File: config.mk
export PLATFORM = sky130hd
export DESIGN_NAME = immediate_materializer_flat
export DESIGN_NICKNAME = d
export VERILOG_FILES = /design/src/rtl/immediate_materializer_if.sv /design/src/rtl/immediate_materializer.sv /design/src/flat_wrapper.sv
export SDC_FILE = /design/constraint.sdc
export NUM_CORES = 1
export LEC_CHECK = 0
export ABC_AREA = 0
export BUFFER_PORTS_ARGS = -buffer_cell sky130_fd_sc_hd__buf_4
export CELL_PAD_IN_SITES_DETAIL_PLACEMENT = 0
export CELL_PAD_IN_SITES_GLOBAL_PLACEMENT = 1
export CORE_UTILIZATION = 40
export DETAILED_ROUTE_END_ITERATION = 6
export MAX_ROUTING_LAYER = met4
export PLACE_DENSITY = 0.84
export SYNTH_ARGS = -nofsm -noshare
export SYNTH_HDL_FRONTEND = slang
export SYNTH_SLANG_ARGS = --single-unit
File: constraint.sdc
create_clock -name clk -period 3.5 [get_ports clk]
set_input_delay 0.175 -clock clk [delete_from_list [all_inputs] [get_ports clk]]
set_output_delay 0.175 -clock clk [all_outputs]
set_load 0.01 [all_outputs]
File: src/rtl/immediate_materializer_if.sv
// Valid/ready request and instruction streams of the immediate materializer.
// The master drives constants in and consumes instruction words; the slave is the block.
interface immediate_materializer_if;
  localparam int unsigned XLEN = 32;
  localparam int unsigned RD_W = 5;

  logic            in_valid;
  logic            in_ready;
  logic [XLEN-1:0] in_value;
  logic [RD_W-1:0] in_rd;
  logic            out_valid;
  logic            out_ready;
  logic [XLEN-1:0] out_instr;
  logic            out_last;

  modport master (
    output in_valid, in_value, in_rd, out_ready,
    input  in_ready, out_valid, out_instr, out_last
  );

  modport slave (
    input  in_valid, in_value, in_rd, out_ready,
    output in_ready, out_valid, out_instr, out_last
  );
endinterface

File: src/rtl/immediate_materializer.sv
// Turns a 32-bit constant into the shortest RV32I load sequence (ADDI, LUI, or LUI+ADDI)
// and streams the instruction words out over a valid/ready interface.
module immediate_materializer #(
  parameter int unsigned XLEN       = 32,
  parameter bit          SHORT_FORM = 1'b1
) (
  input  logic                    clk,
  input  logic                    rst_n,
  immediate_materializer_if.slave bus,
  output logic                    busy
);

  localparam int unsigned RD_W    = 5;
  localparam int unsigned IMM12_W = 12;
  localparam int unsigned IMM20_W = 20;
  localparam logic [6:0]  OP_LUI  = 7'b0110111;
  localparam logic [6:0]  OP_IMM  = 7'b0010011;

  typedef enum logic [1:0] {IDLE, EMIT_HI, EMIT_LO} state_t;

  state_t               state, state_d;
  logic                 valid_q, valid_d;
  logic                 last_q, last_d;
  logic [XLEN-1:0]      instr_q, instr_d;
  logic [RD_W-1:0]      rd_q, rd_d;
  logic [IMM12_W-1:0]   lo_q, lo_d;

  logic [XLEN-1:0]      value;
  logic                 fits12;
  logic                 is_short;
  logic                 is_lui;
  logic [IMM20_W-1:0]   hi;
  logic                 accept;
  logic                 out_hs;

  function automatic logic [31:0] enc_lui(input logic [IMM20_W-1:0] imm, input logic [RD_W-1:0] rd);
    return {imm, rd, OP_LUI};
  endfunction

  function automatic logic [31:0] enc_addi(input logic [IMM12_W-1:0] imm,
                                           input logic [RD_W-1:0] rs1,
                                           input logic [RD_W-1:0] rd);
    return {imm, rs1, 3'b000, rd, OP_IMM};
  endfunction

  // Classification; hi absorbs the borrow that sign-extending lo will subtract
  assign value    = bus.in_value;
  assign fits12   = (value[31:11] == '0) || (value[31:11] == '1);
  assign is_short = SHORT_FORM && fits12;
  assign is_lui   = !is_short && SHORT_FORM && (value[11:0] == '0);
  assign hi       = value[31:12] + IMM20_W'(value[11]);

  assign accept = bus.in_valid && (state == IDLE);
  assign out_hs = valid_q && bus.out_ready;

  assign bus.in_ready  = (state == IDLE);
  assign bus.out_valid = valid_q;
  assign bus.out_instr = instr_q;
  assign bus.out_last  = last_q;
  assign busy          = (state != IDLE);

  always_comb begin
    state_d = state;
    valid_d = valid_q;
    instr_d = instr_q;
    last_d  = last_q;
    rd_d    = rd_q;
    lo_d    = lo_q;
    case (state)
      IDLE: begin
        // rd == x0 requests are consumed without emitting anything
        if (accept && (bus.in_rd != '0)) begin
          rd_d    = bus.in_rd;
          lo_d    = value[11:0];
          valid_d = 1'b1;
          if (is_short) begin
            state_d = EMIT_LO;
            instr_d = enc_addi(value[11:0], '0, bus.in_rd);
            last_d  = 1'b1;
          end else begin
            state_d = EMIT_HI;
            instr_d = enc_lui(hi, bus.in_rd);
            last_d  = is_lui;
          end
        end
      end
      EMIT_HI: begin
        // last_q set here means LUI alone completes the sequence
        if (out_hs) begin
          if (last_q) begin
            state_d = IDLE;
            valid_d = 1'b0;
            instr_d = '0;
            last_d  = 1'b0;
          end else begin
            state_d = EMIT_LO;
            instr_d = enc_addi(lo_q, rd_q, rd_q);
            last_d  = 1'b1;
          end
        end
      end
      EMIT_LO: begin
        if (out_hs) begin
          state_d = IDLE;
          valid_d = 1'b0;
          instr_d = '0;
          last_d  = 1'b0;
        end
      end
      default: begin
        state_d = IDLE;
        valid_d = 1'b0;
        instr_d = '0;
        last_d  = 1'b0;
      end
    endcase
  end

  always_ff @(posedge clk or negedge rst_n) begin
    if (!rst_n) begin
      state   <= IDLE;
      valid_q <= 1'b0;
      instr_q <= '0;
      last_q  <= 1'b0;
      rd_q    <= '0;
      lo_q    <= '0;
    end else begin
      state   <= state_d;
      valid_q <= valid_d;
      instr_q <= instr_d;
      last_q  <= last_d;
      rd_q    <= rd_d;
      lo_q    <= lo_d;
    end
  end

endmodule
File: src/flat_wrapper.sv
// flat-port wrapper written by rule: the top's interface ports become plain ports
module immediate_materializer_flat 
#(
  parameter int unsigned XLEN       = 32,
  parameter bit          SHORT_FORM = 1'b1
)
  (clk, rst_n, busy, bus_in_valid, bus_in_value, bus_in_rd, bus_out_ready, bus_in_ready, bus_out_valid, bus_out_instr, bus_out_last);
  immediate_materializer_if bus_i ();
  input  logic clk;
  input  logic rst_n;
  output logic busy;
  input wire logic [$bits(bus_i.in_valid)-1:0] bus_in_valid;
  input wire logic [$bits(bus_i.in_value)-1:0] bus_in_value;
  input wire logic [$bits(bus_i.in_rd)-1:0] bus_in_rd;
  input wire logic [$bits(bus_i.out_ready)-1:0] bus_out_ready;
  output wire logic [$bits(bus_i.in_ready)-1:0] bus_in_ready;
  output wire logic [$bits(bus_i.out_valid)-1:0] bus_out_valid;
  output wire logic [$bits(bus_i.out_instr)-1:0] bus_out_instr;
  output wire logic [$bits(bus_i.out_last)-1:0] bus_out_last;
  assign bus_i.in_valid = bus_in_valid;
  assign bus_i.in_value = bus_in_value;
  assign bus_i.in_rd = bus_in_rd;
  assign bus_i.out_ready = bus_out_ready;
  assign bus_in_ready = bus_i.in_ready;
  assign bus_out_valid = bus_i.out_valid;
  assign bus_out_instr = bus_i.out_instr;
  assign bus_out_last = bus_i.out_last;
  immediate_materializer #(.XLEN(XLEN), .SHORT_FORM(SHORT_FORM)) u_core (.clk(clk), .rst_n(rst_n), .bus(bus_i), .busy(busy));
endmodule
### Yosys cells after proc, flatten, opt, wreduce, memory -nomap -nowiden

Cells that the tools add are included.

* register bits: 53
* input port bits: 41
* output and inout port bits: 36
* word-level logic and storage cells: 50

* add/subtract/negate cells: 1
* equality and inequality tests: 7
* muxes and demuxes: 22
* reduce and logical (&&, ||, !) cells: 14

Operators by type and width (count)
* $mux 32: 5
* $pmux 32 s3: 1
* $eq 21x21->1 const B: 1
* $logic_not 21->1: 1
* $add 20x1->20: 1
* $logic_not 12->1: 1
* $mux 2: 5
* $mux 1: 8
* $ne 2x1->1 const B: 4
* $pmux 1 s3: 2
* $pmux 2 s3: 1
* $reduce_bool 5->1: 1
* $logic_and 1x1->1: 4
* $reduce_and 4->1: 1
* $reduce_and 3->1: 1
* $eq 2x1->1 const B: 1
* $eq 2x2->1 const B: 1
* $logic_not 2->1: 1
* $reduce_and 2->1: 1
* $reduce_bool 2->1: 1
* $logic_not 1->1: 1
* $logic_or 1x1->1: 1

### Depth between registers and ports, before layout

Gate-level depths: netlist of the first run.

* depth after elaboration: 7
* gate-level depth with buffers: 8
* depth with buffers taken out: 7

### Least setup slack after synthesis of the first run

OpenSTA, ideal clock, no wires.

* path type: input port to flip-flop
* from: input bus_in_value[11]
* to: register u_core.instr_q[24], in the netlist u_core.bus.out_instr[24]
* setup time: 0.134 ns
* data arrival time: 1.926 ns
* required time: 3.366 ns
* slack: 1.440 ns
* stages: 8
* path buffers: 2
* path through: ha_1 -> nand3_2 -> or4_1 -> buf_2 -> o32ai_4 -> or2_1 -> buf_6 -> o211ai_2

* word-level cells in the longest chain between the ends: 5
* elaborated cells between the ends (all ways): 7
* classes of those cells: add/sub (1); eq/ne (1); mux (3); reduce/logical (2)

RTL lines
* start: declaration: RTL line flat_wrapper.sv:13 `input wire logic [$bits(bus_i.in_value)-1:0] bus_in_value;`
* parallel branches: the longest is 2 deep, another holds $add 20x1->20
* $mux 32 *: RTL line immediate_materializer.sv:76 `if (is_short) begin`
* $mux 32 *: RTL line immediate_materializer.sv:72 `if (accept && (bus.in_rd != '0)) begin`
* $pmux 32 s3 *: RTL line immediate_materializer.sv:69 `case (state)`
* end signal: assignment: RTL line immediate_materializer.sv:130 `instr_q <= instr_d;`
* end: declaration: RTL line immediate_materializer.sv:24 `logic [XLEN-1:0] instr_q, instr_d;`

Every way passes the cells marked *. The select of a mux whose other input is x is not followed.
A chain may end at the register's enable or synchronous reset.

### Worst setup path after layout of the first run

* from: input bus_in_value[11]
* to: register u_core.instr_q[22], in the netlist u_core.bus.out_instr[22]

Same word-level chain as after synthesis.

==> results of run 1 <==
state kept, by name, summed over array words and instances, names as in the netlist:
register	flops
u_core.rd_q	5
u_core.lo_q	12
u_core.bus.out_instr	26
u_core.state	2
u_core.bus.out_last	1
u_core.bus.out_valid	1
where the power goes:
group	switching (mW)	internal (mW)	total [mW]
clock	0.188	0.209	0.397
combinational	0.0577	0.0431	0.101
sequential	0	0.542	0.542
total	0.246	0.795	1.04
metrics by stage:
stage,total power [mW],hold WS [ns],setup slack (ns),cell area (µm²)
floorplan,0.5804,-0.1206,1.440,2684
global placement,0.6536,0.2279,1.035,3276
detailed placement,0.6536,0.2306,0.9551,3276
CTS,1.045,0.07663,1.268,3392
global route,1.081,0.07760,1.119,3392
finish,1.040,0.07625,1.262,3392
metal layers:
layer,wire length [µm],global-route usage,vias up,part of all wire
met2,3413,0.3525,73,0.47
met1,3289,0.3029,1173,0.46
met3,371,0.03462,11,0.051
met5,0,-,-,0
met4,132,0.06583,0,0.018
li1,-,-,1206,-
area by class of cell:
cell class              count  area share
multi-input cells         225      0.4046
flip-flops and latches     47      0.3467
repair buffers             81      0.1800
well taps                  77     0.02840
clock buffers               5     0.02029
clock inverters             2     0.01107
inverters                   8    0.008853
synthesized netlist by cell type (6+ instances only):
| cell | n | area share |
|---|---|---|
| a22oi_1 | 17 | 0.048 |
| dfrtp_1 | 47 | 0.44 |
| buf_4 | 6 | 0.017 |
| a21oi_1 | 6 | 0.011 |
| inv_1 | 8 | 0.011 |
| nor2_1 | 7 | 0.0098 |
| nand3_1 | 14 | 0.026 |
| nand2_1 | 79 | 0.11 |
| o21ai_1 | 7 | 0.013 |
| xnor2_1 | 8 | 0.026 |
| nor4_1 | 12 | 0.028 |
| o21ai_0 | 10 | 0.019 |
| xor2_1 | 8 | 0.026 |
| clkbuf_1 | 13 | 0.018 |
critical path: cells and delay by family:
family	cells	cell delay (ns)
adders and majority gates	1	0.17
muxes	1	0.19
and+or+nand+nor	2	0.86
AOI/OAI and AO/OA	2	0.67
buffers and inverters	2	0.36
worst min-delay path by stage:
stage,to,slack [ns],depth (start not counted)
CTS,u_core.lo_q[9],0.08,3
global route,u_core.rd_q[3],0.08,3
global placement,u_core.bus.out_instr[11],0.23,1
floorplan,u_core.bus.out_instr[10],-0.12,0
detailed placement,u_core.bus.out_instr[8],0.23,1
finish,u_core.lo_q[8],0.08,3
cells by family after synthesis:
| logic type | synth area share |
|---|---|
| AND/OR/NAND/NOR | 0.2288 |
| multiplexers | 0.01494 |
| XOR/XNOR | 0.05229 |
| AO/OA/AOI/OAI | 0.1914 |
| other | 0.001399 |
| flip-flops | 0.4388 |
| buffers and inverters | 0.05836 |
| adder cells (fa/ha/maj) | 0.01401 |
==> flow_metrics.tcl, run 1 <==
set metrics [dict create \
    status "finished with violations" \
    violations "design-rule violations" \
    finalSetupViolCount 0 \
    synth_flop_cell "dfrtp_1" \
    synth_edf_count 0 \
    crit_path_end_kind "flop" \
    ir_drop_mv 0.1778 \
    firstDrtPassIters 6 \
    overflow 0 \
    crit_end "u_core.bus.out_instr[22]" \
    drv_slew 0 \
    p_leak_nw 1.630 \
    grtUsageTotal 0.2249 \
    synth_cell_types 48 \
    io_pins 77 \
    r2r-end "u_core.bus.out_instr[19]" \
    hold_path.class "input port to flop" \
    num_rows 29 \
    cts_tree "yes" \
    layout_common_cells "buf_4, nand2_1, dfrtp_1" \
    syn2layout_area_growth_pct 26.56 \
    final_cells 445 \
    synthArstFlopShare 1.000 \
    startpoint_type "input port" \
    via_per_inst 5.535 \
    port_buffers 74 \
    ys_seq_elements 47 \
    multi_input_area_um2 1373 \
    grt_pass1_vias 2428 \
    cpMaxStageDelayCell "or4_1" \
    maxCapViolations 0 \
    dr_total_vias 2463 \
    grt_pass1_wl_mm 12.21 \
    antenna_found_initial 0 \
    antennaDiodeCount 0 \
    syn-cell-area_um2 2680 \
    r2r_start "u_core.state[0]" \
    maxSlewHeadroom 0.2725 \
    h-tree-depth 2 \
    wl_per_cell_um 16.19 \
    crit_arrival_ns 2.42 \
    start_util 0.4173 \
    rsz0062_at_grt "no" \
    core_um2 6422 \
    grt_max_degree 48 \
    nFillCells 632 \
    ctsHoldBuffers 1 \
    final_hold_viol_count 0 \
    die_h_um 83.86 \
    cts_buffer_depth 2 \
    required_ns 3.68 \
    yosysWarningCount 0 \
    fin_crit_sh 0.6395 \
    crit_chain "buf_4, ha_1, nand3_2, or4_1, o32ai_4, buf_4, mux2i_1, o21ai_1" \
    pwr_density_cell_nw_per_um2 306.6 \
    post-cts-setup-buffer-count 0 \
    tns_ns 0 \
    root_buffer "clkbuf_8" \
    drc 10 \
    worst_slew_pin_slew_ns 1.089 \
    cpPeakStageDelay_ns 0.70 \
    r2r_setup_slack_ns 1.32 \
    clk_pin_slew_ns 0.09 \
    layout-drive-gt1-share 0.2609 \
    dieArea_um2 7032 \
    hpwlAfterDp_mm 5.384 \
    worstRegToRegCells 6 \
    insertion_delay_ns 0.30 \
    crit_start "bus_in_value[11]" \
    critPathMaxFanout 12 \
    wirelength_mm 7.206 \
    crit_type "input port to flop" \
    finClkSkew_ns 0.01014 \
    fin_util 0.5282 \
    gp_congestion 0.8973 \
    drt-initial-drc-count 139 \
    crit_top_cell "buf_4" \
    die_w_um 83.86 \
    fmax_ghz 0.4468 \
    seqCellArea_um2 1176 \
    avgSynthCellArea_um2 8.874 \
    synth_cells 302 \
    finalNetCount 412 \
    numPlacedInstances 437 \
    seq_area_frac_synth 0.4388 \
    post_cts_resized 0 \
    cts-buffers-inserted 5 \
    layout_commonest_cell "buf_4" \
    min-delay-start "bus_in_value[8]" \
    clock_sinks 47 \
    ant_nets 0 \
    period_minus_slack_ns 2.238 \
]
Power figures use the tool's default switching activity.
==> run 2: changes to the inputs <==
--- a/config.mk
+++ b/config.mk
@@ -9,10 +9,10 @@
 export BUFFER_PORTS_ARGS = -buffer_cell sky130_fd_sc_hd__buf_4
 export CELL_PAD_IN_SITES_DETAIL_PLACEMENT = 0
 export CELL_PAD_IN_SITES_GLOBAL_PLACEMENT = 1
-export CORE_UTILIZATION = 40
+export CORE_UTILIZATION = 38
 export DETAILED_ROUTE_END_ITERATION = 6
 export MAX_ROUTING_LAYER = met4
-export PLACE_DENSITY = 0.84
+export PLACE_DENSITY = 0.8
 export SYNTH_ARGS = -nofsm -noshare
 export SYNTH_HDL_FRONTEND = slang
 export SYNTH_SLANG_ARGS = --single-unit
==> constraint.sdc (replaced) <==
create_clock -name clk -period 2.14 [get_ports clk]
set_input_delay 0.107 -clock clk [delete_from_list [all_inputs] [get_ports clk]]
set_output_delay 0.107 -clock clk [all_outputs]
set_load 0.01 [all_outputs]
==> run 2 against run 1 <==
  * Utilization down 1.4 points
  * Global-route usage down 0.63 points
  * Worst hold slack worse by 0.060 ns
  * Power up 55%
  * Non-clock buffer count up 11
  * Die area up 5.1%
  * Via count up 1.4%
  * Setup slack worse by 1.0 ns
  * Sequential cell count unchanged
  * The run now ends clean
  * Register-to-register slack worse by 1.1 ns
  * Count of clock-buffer cells in the layout up 1
  * Critical path type is now flop to flop
  * Clock skew down 0.0058 ns
==> flow_metrics.tcl, run 2 (same netlist as run 1, synthesis figures left out) <==
set metrics [dict create \
    maxSlewHeadroom 0.5811 \
    crit_start "u_core.state[0]" \
    nFillCells 656 \
    io_pins 77 \
    crit_type "flop to flop" \
    tns_ns 0 \
    num_rows 30 \
    wl_per_cell_um 15.54 \
    largest_reg_flops 26 \
    pre_cts_slack_ns 0.07850 \
    dieArea_um2 7393 \
    port_buffers 74 \
    drt-initial-drc-count 101 \
    layout_common_cells "buf_4, nand2_1, dfrtp_1" \
    drc 0 \
    fin_crit_sh 0.8762 \
    start_util 0.3945 \
    firstDrtPassIters 4 \
    antennaDiodeCount 0 \
    use_met3 0.03080 \
    clock_sinks 47 \
    drv_slew 0 \
    layout-drive-gt1-share 0.2823 \
    rsz0062_at_grt "no" \
    root_buffer "clkbuf_8" \
    period_minus_slack_ns 1.875 \
    internal_power_mw 1.214 \
    grt_pass1_wl_mm 12.16 \
    wirelength_mm 7.380 \
    antenna_found_initial 0 \
    hold_path.class "input port to flop" \
    finalNetCount 423 \
    pwr-share-clk 0.346 \
    use_met1 0.2960 \
    finClkSkew_ns 0.004380 \
    worst_slew_pin_slew_ns 0.6284 \
    pwr_density_cell_nw_per_um2 461.5 \
    syn2layout_area_growth_pct 30.30 \
    via_per_inst 5.259 \
    place_area_um2 3395 \
    cts_buffer_depth 2 \
    startpoint_type "flop" \
    h-tree-depth 2 \
    grtUsageTotal 0.2186 \
    pwr-share-comb 0.104 \
    layout_commonest_cell "buf_4" \
    grt_max_degree 48 \
    required_ns 2.38 \
    fmax_ghz 0.5333 \
    holdPathStages 3 \
    r2r-end "u_core.bus.out_instr[29]" \
    maxCapViolations 0 \
    fin_hold_ws_ns 0.01625 \
    crit_arrival_ns 2.12 \
    fin_util 0.5140 \
    cts_tree "yes" \
    grt_pass1_vias 2454 \
    layout_setup_ws_ns 0.2649 \
    ir_drop_mv 0.2191 \
    core_um2 6794 \
    crit_path_end_kind "flop" \
    ant_nets 0 \
    clk_pin_slew_ns 0.09 \
    die_h_um 85.98 \
    overflow 0 \
    critPathMaxFanout 11 \
    worstHoldEndpoint "u_core.rd_q[4]" \
    pwr-share-seq 0.550 \
    power_switching_share 0.2470 \
    dr_total_vias 2498 \
    insertion_delay_ns 0.30 \
    hpwlAfterDp_mm 5.502 \
    worstRegToRegCells 7 \
    r2r_setup_slack_ns 0.26 \
    cts-buffers-inserted 5 \
    r2r_start "u_core.state[0]" \
    min-delay-start "bus_in_rd[4]" \
    status "complete, no violations" \
    p_switching_mw 0.3982 \
    gp_congestion 0.9038 \
    stdcell_area_um2 3492 \
    use_met2 0.3427 \
    finalSetupViolCount 0 \
    p_leak_nw 1.678 \
    top_usage_layer "met2" \
    die_w_um 85.98 \
    final_hold_viol_count 0 \
]
==> run 2: cell type report <==
cell class	instances	area (µm²)	area share
Multi-Input combinational cell	225	1373	0.3931
Timing Repair Buffer	92	705.7	0.2021
Clock inverter	1	5.005	0.001433
Clock buffer	6	82.58	0.02365
Tap cell	96	120.1	0.03440
Inverter	8	30.03	0.008599
Sequential cell	47	1176	0.3368
==> run 2: metal layers <==
metal  vias up  wire length [µm]
met5         -                 0
met4         0               130
met3        11               381
met2        88              3334
met1      1171              3533
li1       1228                 -
==> run 2: timing repair <==
item,in CTS,in global routing
buffers inserted,0,0
hold buffers,1,0
hold endpoints to repair,47,0
gates resized for setup,0,0
==> run 2: per-stage QoR <==
stage               std cells  power [mW]
global placement          467       1.072
finish                    475       1.612
CTS                       475       1.629
floorplan                 303      0.9493
global route              475       1.680
detailed placement        467       1.071
==> run 2: power by group through the flow <==
| stage | Combinational, mW | Sequential (mW) | Clock, mW |
|---|---|---|---|
| finish | 0.167 | 0.887 | 0.558 |
| global route | 0.182 | 0.887 | 0.611 |
| CTS | 0.168 | 0.887 | 0.574 |
| detailed placement | 0.166 | 0.905 | 0 |
| global placement | 0.167 | 0.905 | 0 |
| floorplan | 0.0441 | 0.905 | 0 |
==> run 2: worst max path at each step <==
stage / slack (ns) / cells past startpoint / end
after floorplan: 0.15 / 8 / u_core.bus.out_instr[24]
after global placement: 0.13 / 8 / u_core.bus.out_instr[22]
after detailed placement: 0.08 / 8 / u_core.bus.out_instr[28]
after CTS: 0.27 / 7 / u_core.bus.out_instr[29]
after global routing: 0.15 / 7 / u_core.bus.out_instr[29]
final: 0.26 / 7 / u_core.bus.out_instr[29]
==> run 2: worst max-delay path, cell delays in order (launching register included) <==
cell,delay [ns]
dfrtp_1,0.52
nor2_1,0.25
buf_4,0.23
o311ai_4,0.18
buf_4,0.20
nor4_1,0.27
nor2_1,0.08
nand3_1,0.09
